--- src/rtl/alu_pkg.sv ---
// Shared ALU opcodes and arbiter state encoding.
// Opcodes above ALU_OP_MAX are illegal and yield a zero result.
package alu_pkg;

    localparam int ALU_ADD    = 0;
    localparam int ALU_SUB    = 1;
    localparam int ALU_AND    = 2;
    localparam int ALU_OR     = 3;
    localparam int ALU_XOR    = 4;
    localparam int ALU_SLT    = 5;
    localparam int ALU_OP_MAX = 5;

    typedef enum logic {
        IDLE = 1'b0,
        RESP = 1'b1
    } arb_state_t;

endpackage

--- src/rtl/alu.sv ---
// Combinational 16-bit ALU: add/sub/and/or/xor/unsigned-slt.
// Zero latency, no flow control; illegal opcodes give result 0.
module alu
    import alu_pkg::*;
#(
    parameter int WIDTH = 16,
    parameter int OP_W  = 4
) (
    input  logic [WIDTH-1:0] a,
    input  logic [WIDTH-1:0] b,
    input  logic [OP_W-1:0]  alu_control,
    output logic [WIDTH-1:0] alu_result,
    output logic             zero
);

    always_comb begin
        alu_result = '0;
        case (alu_control)
            OP_W'(ALU_ADD): alu_result = a + b;
            OP_W'(ALU_SUB): alu_result = a - b;
            OP_W'(ALU_AND): alu_result = a & b;
            OP_W'(ALU_OR):  alu_result = a | b;
            OP_W'(ALU_XOR): alu_result = a ^ b;
            OP_W'(ALU_SLT): alu_result = WIDTH'(a < b);
            default:        alu_result = '0;
        endcase
    end

    assign zero = (alu_result == '0);

endmodule

--- src/rtl/alu_arbiter.sv ---
// Two-requester round-robin front end for one shared ALU with a registered response slot.
// Accept in cycle N gives rsp_valid in N+1; req_ready drops while the slot is held by ~rsp_ready.
module alu_arbiter
    import alu_pkg::*;
#(
    parameter int WIDTH = 16,
    parameter int OP_W  = 4
) (
    input  logic                 clk,
    input  logic                 rst,
    input  logic [1:0]           req_valid,
    output logic [1:0]           req_ready,
    input  logic [2*WIDTH-1:0]   req_a,
    input  logic [2*WIDTH-1:0]   req_b,
    input  logic [2*OP_W-1:0]    req_op,
    output logic                 rsp_valid,
    input  logic                 rsp_ready,
    output logic                 rsp_id,
    output logic [WIDTH-1:0]     rsp_result,
    output logic                 rsp_zero,
    output logic                 rsp_illegal
);

    arb_state_t         r_state;
    logic               r_last_grant;
    logic               r_rsp_valid;
    logic               r_rsp_id;
    logic [WIDTH-1:0]   r_rsp_result;
    logic               r_rsp_zero;
    logic               r_rsp_illegal;

    logic [1:0]         w_grant;
    logic               w_slot_free;
    logic               w_accept;
    logic               w_sel;
    logic [WIDTH-1:0]   w_a;
    logic [WIDTH-1:0]   w_b;
    logic [OP_W-1:0]    w_op;
    logic [WIDTH-1:0]   w_alu_result;
    logic               w_alu_zero;

    // Grant depends only on valids and history, never on operand data.
    always_comb begin
        w_grant = 2'b00;
        case (req_valid)
            2'b01:   w_grant = 2'b01;
            2'b10:   w_grant = 2'b10;
            2'b11:   w_grant = r_last_grant ? 2'b01 : 2'b10;
            default: w_grant = 2'b00;
        endcase
    end

    assign w_slot_free = (r_state == IDLE) | rsp_ready;
    assign req_ready   = (rst || !w_slot_free) ? 2'b00 : w_grant;
    assign w_accept    = |(req_valid & req_ready);
    assign w_sel       = req_ready[1];

    assign w_a  = w_sel ? req_a[2*WIDTH-1:WIDTH] : req_a[WIDTH-1:0];
    assign w_b  = w_sel ? req_b[2*WIDTH-1:WIDTH] : req_b[WIDTH-1:0];
    assign w_op = w_sel ? req_op[2*OP_W-1:OP_W]  : req_op[OP_W-1:0];

    alu #(
        .WIDTH (WIDTH),
        .OP_W  (OP_W)
    ) u_alu (
        .a           (w_a),
        .b           (w_b),
        .alu_control (w_op),
        .alu_result  (w_alu_result),
        .zero        (w_alu_zero)
    );

    always_ff @(posedge clk) begin
        if (rst) begin
            r_state       <= IDLE;
            r_last_grant  <= 1'b1;
            r_rsp_valid   <= 1'b0;
            r_rsp_id      <= 1'b0;
            r_rsp_result  <= '0;
            r_rsp_zero    <= 1'b0;
            r_rsp_illegal <= 1'b0;
        end else begin
            case (r_state)
                IDLE: begin
                    if (w_accept) begin
                        r_state     <= RESP;
                        r_rsp_valid <= 1'b1;
                    end
                end
                RESP: begin
                    if (rsp_ready && !w_accept) begin
                        r_state     <= IDLE;
                        r_rsp_valid <= 1'b0;
                    end
                end
                default: begin
                    r_state     <= IDLE;
                    r_rsp_valid <= 1'b0;
                end
            endcase
            if (w_accept) begin
                r_rsp_result  <= w_alu_result;
                r_rsp_zero    <= w_alu_zero;
                r_rsp_id      <= w_sel;
                r_rsp_illegal <= (w_op > OP_W'(ALU_OP_MAX));
                r_last_grant  <= w_sel;
            end
        end
    end

    assign rsp_valid   = r_rsp_valid;
    assign rsp_id      = r_rsp_id;
    assign rsp_result  = r_rsp_result;
    assign rsp_zero    = r_rsp_zero;
    assign rsp_illegal = r_rsp_illegal;

endmodule

--- config.mk ---
export PLATFORM = sky130hd
export DESIGN_NAME = alu_arbiter
export DESIGN_NICKNAME = d
export VERILOG_FILES = /design/src/rtl/alu_pkg.sv /design/src/rtl/alu.sv /design/src/rtl/alu_arbiter.sv
export SDC_FILE = /design/constraint.sdc
export NUM_CORES = 1
export LEC_CHECK = 0
export CELL_PAD_IN_SITES_DETAIL_PLACEMENT = 1
export CELL_PAD_IN_SITES_GLOBAL_PLACEMENT = 1
export CORE_ASPECT_RATIO = 1.4
export CORE_MARGIN = 2
export CORE_UTILIZATION = 25
export DETAILED_ROUTE_END_ITERATION = 12
export PLACE_DENSITY_LB_ADDON = 0.1
export SETUP_SLACK_MARGIN = 0.15
export SYNTH_ARGS = -nofsm -noshare
export SYNTH_HDL_FRONTEND = slang
export SYNTH_SLANG_ARGS = --single-unit
--- constraint.sdc ---
create_clock -name clk -period 8.3 [get_ports clk]
set_clock_uncertainty 0.15 [all_clocks]
set_input_delay 1.245 -clock clk [delete_from_list [all_inputs] [get_ports clk]]
set_output_delay 1.245 -clock clk [all_outputs]
set_load 0.01 [all_outputs]
## Word level (Yosys, flattened, before mapping)

Index checks and enable logic that the tools add are counted.

| word-level totals | value |
|---|---|
| flip-flop bits (word level) | 22 |
| input bits | 77 |
| output and inout port bits | 22 |
| word-level logic and storage cells | 48 |

| operators by class | value |
|---|---|
| add/subtract/negate cells | 2 |
| order comparisons | 2 |
| eq/ne operators | 10 |
| multiplexer cells | 13 |
| bitwise gates (word level) | 6 |
| reduce and logical (&&, ||, !) cells | 8 |

Operators with widths:

| kind | number |
|---|---|
| one-hot mux 16 bit (6 select lines) | 1 |
| 2-to-1 mux 16 bit | 2 |
| adder 16 bit | 1 |
| bitwise AND 16 bit | 1 |
| logical NOT 16 bit | 1 |
| less-than comparator 16 bit | 1 |
| bitwise OR 16 bit | 1 |
| subtractor 16 bit | 1 |
| bitwise XOR 16 bit | 1 |
| == test 4 x 2 -> 1 bit, second input constant | 2 |
| == test 4 x 3 -> 1 bit, second input constant | 2 |
| one-hot mux 2 bit (3 select lines) | 1 |
| == test 2 bit, second input constant | 2 |
| == test 4 x 1 -> 1 bit, second input constant | 1 |
| > comparator 4 x 3 -> 1 bit, second input constant | 1 |
| logical NOT 4 bit | 1 |
| 2-to-1 mux 1 bit | 4 |
| 2-to-1 mux 2 bit | 2 |
| 2-to-1 mux 4 bit | 1 |
| one-hot mux 1 bit (2 select lines) | 2 |
| bitwise AND 2 bit | 1 |
| == test 2 x 1 -> 1 bit, second input constant | 1 |
| logical NOT 1 bit | 2 |
| inequality test 2 x 1 -> 1 bit, second input constant | 1 |
| other kinds (7) | 7 |

## Logic depth before layout (Yosys ltp)

| depth | value |
|---|---|
| depth in word-level cells | 11 |
| gate-level depth with buffers | 20 |
| gate-level depth less buffers | 18 |

## By module

From an unflattened synthesis, not the netlist that was laid out.

| second synthesis, totals | value |
|---|---|
| cells, all modules | 541 |
| area total of the unflattened synthesis | 4040.1 µm² |

Modules (own cells, without submodules):

| module | instances | cells each | area an instance (µm²) |
|---|---|---|---|
| alu | 1 | 398 | 2688.8 |
| alu_arbiter | 1 | 143 | 1351.3 |

## Worst setup path before layout

OpenSTA, ideal clock, no wires.

| path | value |
|---|---|
| path kind | in2reg |
| start point | in req_valid[1] |
| end point | reg r_rsp_zero (netlist: rsp_zero) |
| setup time | 117 ps |
| arrival | 4900 ps |
| data required time | 8033 ps |
| slack | 3133 ps |
| stages | 19 |
| path buffers | 2 |
| path through | a21boi_4 nand3_4 inv_2 buf_1 clkbuf_1 nand2_1 nand2_1 ha_1 inv_1 fa_1 nor2b_1 o31a_1 o2111ai_2 nand2_1 a2111o_1 and3_1 a21oi_1 nor4b_1 a32o_1 |

| on the way | value |
|---|---|
| word-level cells in the longest chain between the ends | 7 |
| elaborated cells on any way between the ends | 24 |

Ends and longest elaborated chain:

| what | line | source |
|---|---|---|
| from (decl) | alu_arbiter.sv:11 | `input logic [1:0] req_valid,` |
| == test 2 bit or == test 2 x 1 -> 1 bit (tied branches) | alu_arbiter.sv:45 | `case (req_valid)` |
| one-hot mux 2 bit (3 select lines) | alu_arbiter.sv:45 |  |
| 2-to-1 mux 2 bit | alu_arbiter.sv:54 | `assign req_ready = (rst \|\| !w_slot_free) ? 2'b00 : w_grant;` |
| 2-to-1 mux 16 bit (tied with other cells) | alu_arbiter.sv:58 | `assign w_a = w_sel ? req_a[2*WIDTH-1:WIDTH] : req_a[WIDTH-1:0];` |
| subtractor 16 bit (tied with other cells) | alu.sv:20 | `OP_W'(ALU_SUB): alu_result = a - b;` |
| one-hot mux 16 bit (6 select lines) | alu.sv:18 | `case (alu_control)` |
| logical NOT 16 bit | alu.sv:29 | `assign zero = (alu_result == '0);` |
| to (signal assigned) | alu_arbiter.sv:103 | `r_rsp_zero <= w_alu_zero;` |
| to (decl) | alu_arbiter.sv:29 | `logic r_rsp_zero;` |

Several ways; a longest one is shown, not always the timed one.
A chain may end at the register's enable or synchronous reset.

## Final worst setup path

| path | value |
|---|---|
| start point | in rst |
| end point | reg r_rsp_zero (netlist: rsp_zero) |

| on the way | value |
|---|---|
| word-level cells in the longest chain between the ends | 6 |
| elaborated cells on any way between the ends | 21 |

Ends and longest elaborated chain:

| what | line | source |
|---|---|---|
| from (decl) | alu_arbiter.sv:10 | `input logic rst,` |
| logical OR 1 bit | alu_arbiter.sv:54 |  |
| 2-to-1 mux 2 bit | alu_arbiter.sv:54 |  |
| 2-to-1 mux 16 bit (tied with other cells) | alu_arbiter.sv:58 |  |
| subtractor 16 bit (tied with other cells) | alu.sv:20 |  |
| one-hot mux 16 bit (6 select lines) | alu.sv:18 |  |
| logical NOT 16 bit | alu.sv:29 |  |

Several ways; a longest one is shown, not always the timed one.

==> impl_metrics.ini <==
[run_status]
status = finished clean

[route]
drtIter0Drc = 187
first_pass_iters = 5
via_per_inst = 5.25
ant_nets = 0
drc_errors = 0
wirelength_um = 14800
wl_per_cell_um = 17.5
num_vias = 4439

[critical_path]
crit_fanout = 36
crit_path_top_delay_cell = clkdlybuf4s50_1
crit_type = primary input to register
cp-start-kind = primary input
worst_path_largest_cell_delay_ns = 0.75
required_ns = 8.35
critical-path-top-delay-family = simple AND/OR/NAND/NOR gates
worstPathArrival_ns = 6.66
critPathBufInv = 4
endpoint_kind = register
cp_cell_sequence = clkdlybuf4s50_1 -> inv_2 -> nand3_4 -> inv_2 -> nand2_1 -> nand2_1 -> ha_1 -> inv_1 -> fa_1 -> nor2b_1 -> o31a_1 -> o2111ai_2 -> a21oi_1 -> nor2b_1 -> or3_1 -> nor4b_1 -> and4_1 -> a32o_1

[floorplanning]
die_h_um = 153
pin_count = 99
die_area_um2 = 16800
core-area_um2 = 15500
initial_utilization_pct = 25.4
rows = 54
die_x_um = 110

[cts]
hold_buffers = 0
post_cts_resized = 0
cts_tree = built
clkSlewWorstSetupHoldPaths_ns = 0.06
h-tree-depth = 1
clockRootBuffer = clkbuf_16
insertion_delay_ns = 0.26
clock_path_buffers = 2
postCtsSetupRepairBufs = 0
numClockSinks = 22
cts_made_buffers = 3

[global_routing]
antenna_found_initial = 0
grt_usage_pct = 17.3
grt_pass1_vias = 4591
grt_max_degree = 37
grt_first_pass_wirelength_um = 23500
grt_overflow = 0

[yosys]
syn_area_um2 = 3950
ys_seq_area_share_pct = 11.1
synthFlopType = dfxtp_1
synth_area_per_cell_um2 = 6.93
ys_async_sr_fraction_pct = 0
syn_nets = 703
synth_edf_count = 0
ys_warn_count = 0
ys_types = 84
ys_seq_elements = 22
netlist_instances = 570

[pwr]
pwr-share-clk_pct = 21.3
internal_power_w = 0.000374
leakage_nw = 2.31
p_switching_w = 0.000260
total_power_w = 0.000634
peakVddDrop_mv = 0.144
powerDensity_nw_per_um2 = 122
pwr-share-seq_pct = 19.8
switching_share_pct = 41.0
comb_power_share_pct = 59.0

[layout]
n_antenna_cell = 0
area_growth_pct = 31.7
stdcell_count = 845
fin_nets = 783
nFillCells = 1979
regArea_um2 = 440
layout-drive-gt1-share_pct = 6.01
final_common_cell = nand2_1
multi_input_area_um2 = 3190
mostFrequentLayoutCells = nand2_1 (113), clkdlybuf4s50_1 (98), ha_1 (54)

[sta]
tns_ns = 0
tightest_slew_ns = 1.02
slew_headroom_pct = 30.8
min_period_over_period_pct = 79.6
hold_violations = 0
min_period_ns = 6.61
worst_slack_ns = 1.69
rsz0062_at_grt = no
setup_viol = 0
fmax_ghz = 0.151
timing.final.max_slew_violations = 0

[hold_path]
hold_path.class = register to register

[place]
finalWeightedCongestion = 0.793
dp.final_hpwl_um = 11900
pre_cts_slack_ns = 1.46
dp_cells = 841
place.port_buffers = 98

[flow_run]
cap_viol_max_count = 0
==> per-stage QoR <==
stage / instance area (um2) / util, % / hold slack (ns)
3_3_place_gp: 5100 / 32.8 / 0.292
5_1_grt: 5200 / 33.5 / 0.335
2_1_floorplan: 3950 / - / 0.313
4_1_cts: 5200 / 33.5 / 0.317
3_5_place_dp: 5100 / 32.8 / 0.302
6_report: 5200 / 33.5 / 0.303
==> path summary, 6_finish.rpt <==
check / from / endpoint / slack, ns / depth (start not counted)
hold / removal: rsp_id$_SDFFE_PP0P_ / rsp_id$_SDFFE_PP0P_ / 0.30 / 2
setup reg to reg: r_last_grant$_SDFFE_PP1P_ / rsp_zero$_SDFFE_PP0P_ / 3.35 / 17
setup / recovery: rst / rsp_zero$_SDFFE_PP0P_ / 1.69 / 18
hold reg to reg: rsp_id$_SDFFE_PP0P_ / rsp_id$_SDFFE_PP0P_ / 0.30 / 2
==> synth_stat cells, types with 5 or more instances <==
cell type	number	area, um2
a211oi_1	6	45.0
a21o_1	8	60.1
a21oi_1	27	135
a31oi_1	6	37.5
and3_1	5	31.3
buf_2	6	30.0
clkbuf_1	17	63.8
dfxtp_1	22	440
ha_1	54	676
inv_1	53	199
mux2i_1	6	60.1
nand2_1	113	424
nand2b_1	5	31.3
nand3_1	21	105
nor2_1	41	154
nor2b_1	6	37.5
nor3_1	11	55.1
nor4b_1	6	52.6
o211ai_1	5	37.5
o21ai_0	33	165
o22ai_1	5	31.3
==> state kept, by name, summed over array words and instances, names as in the netlist <==
register / count
r_state: 1
rsp_id: 1
rsp_zero: 1
r_last_grant: 1
rsp_result: 16
rsp_valid: 1
rsp_illegal: 1
==> power groups by stage <==
stage / combinational, W / sequential (W) / clock (W)
2_1_floorplan: 0.000228 / 0.000132 / 0
3_3_place_gp: 0.000368 / 0.000128 / 0
3_5_place_dp: 0.000373 / 0.000128 / 0
4_1_cts: 0.000376 / 0.000126 / 0.000137
5_1_grt: 0.000414 / 0.000127 / 0.000142
6_report: 0.000374 / 0.000125 / 0.000135
==> tightest hold or removal path, cell delays in order (launching register included) <==
cell	delay, ns
dfxtp_1	0.31
nand2_1	0.05
nand2_1	0.04
==> area by class of cell <==
cell class	instances	share of cell area [%]
sequential	22	8.47
inverter	55	3.97
clock inverter	1	0.577
clock buffer	3	1.44
multi-input combinational	466	61.4
tap	196	4.71
timing repair buffer	102	19.4
==> logic make-up after synthesis <==
| kind of cell | count (synthesis) | share of synthesized area [%] |
|---|---|---|
| simple gates | 238 | 29.1 |
| compound gates | 158 | 29.8 |
| buf+inv | 82 | 8.26 |
| fa+ha+maj | 56 | 18.1 |
| flops | 22 | 11.1 |
| mux | 10 | 2.72 |
| xor+xnor | 4 | 0.887 |
==> routing by layer <==
layer  track usage, %  share of wire (%)
met1             21.7                 44
met2             31.3                 49
met3            0.984                4.4
met4             4.76                2.1
met5                0                  0
Note: power is estimated with default switching activity, not from simulation.
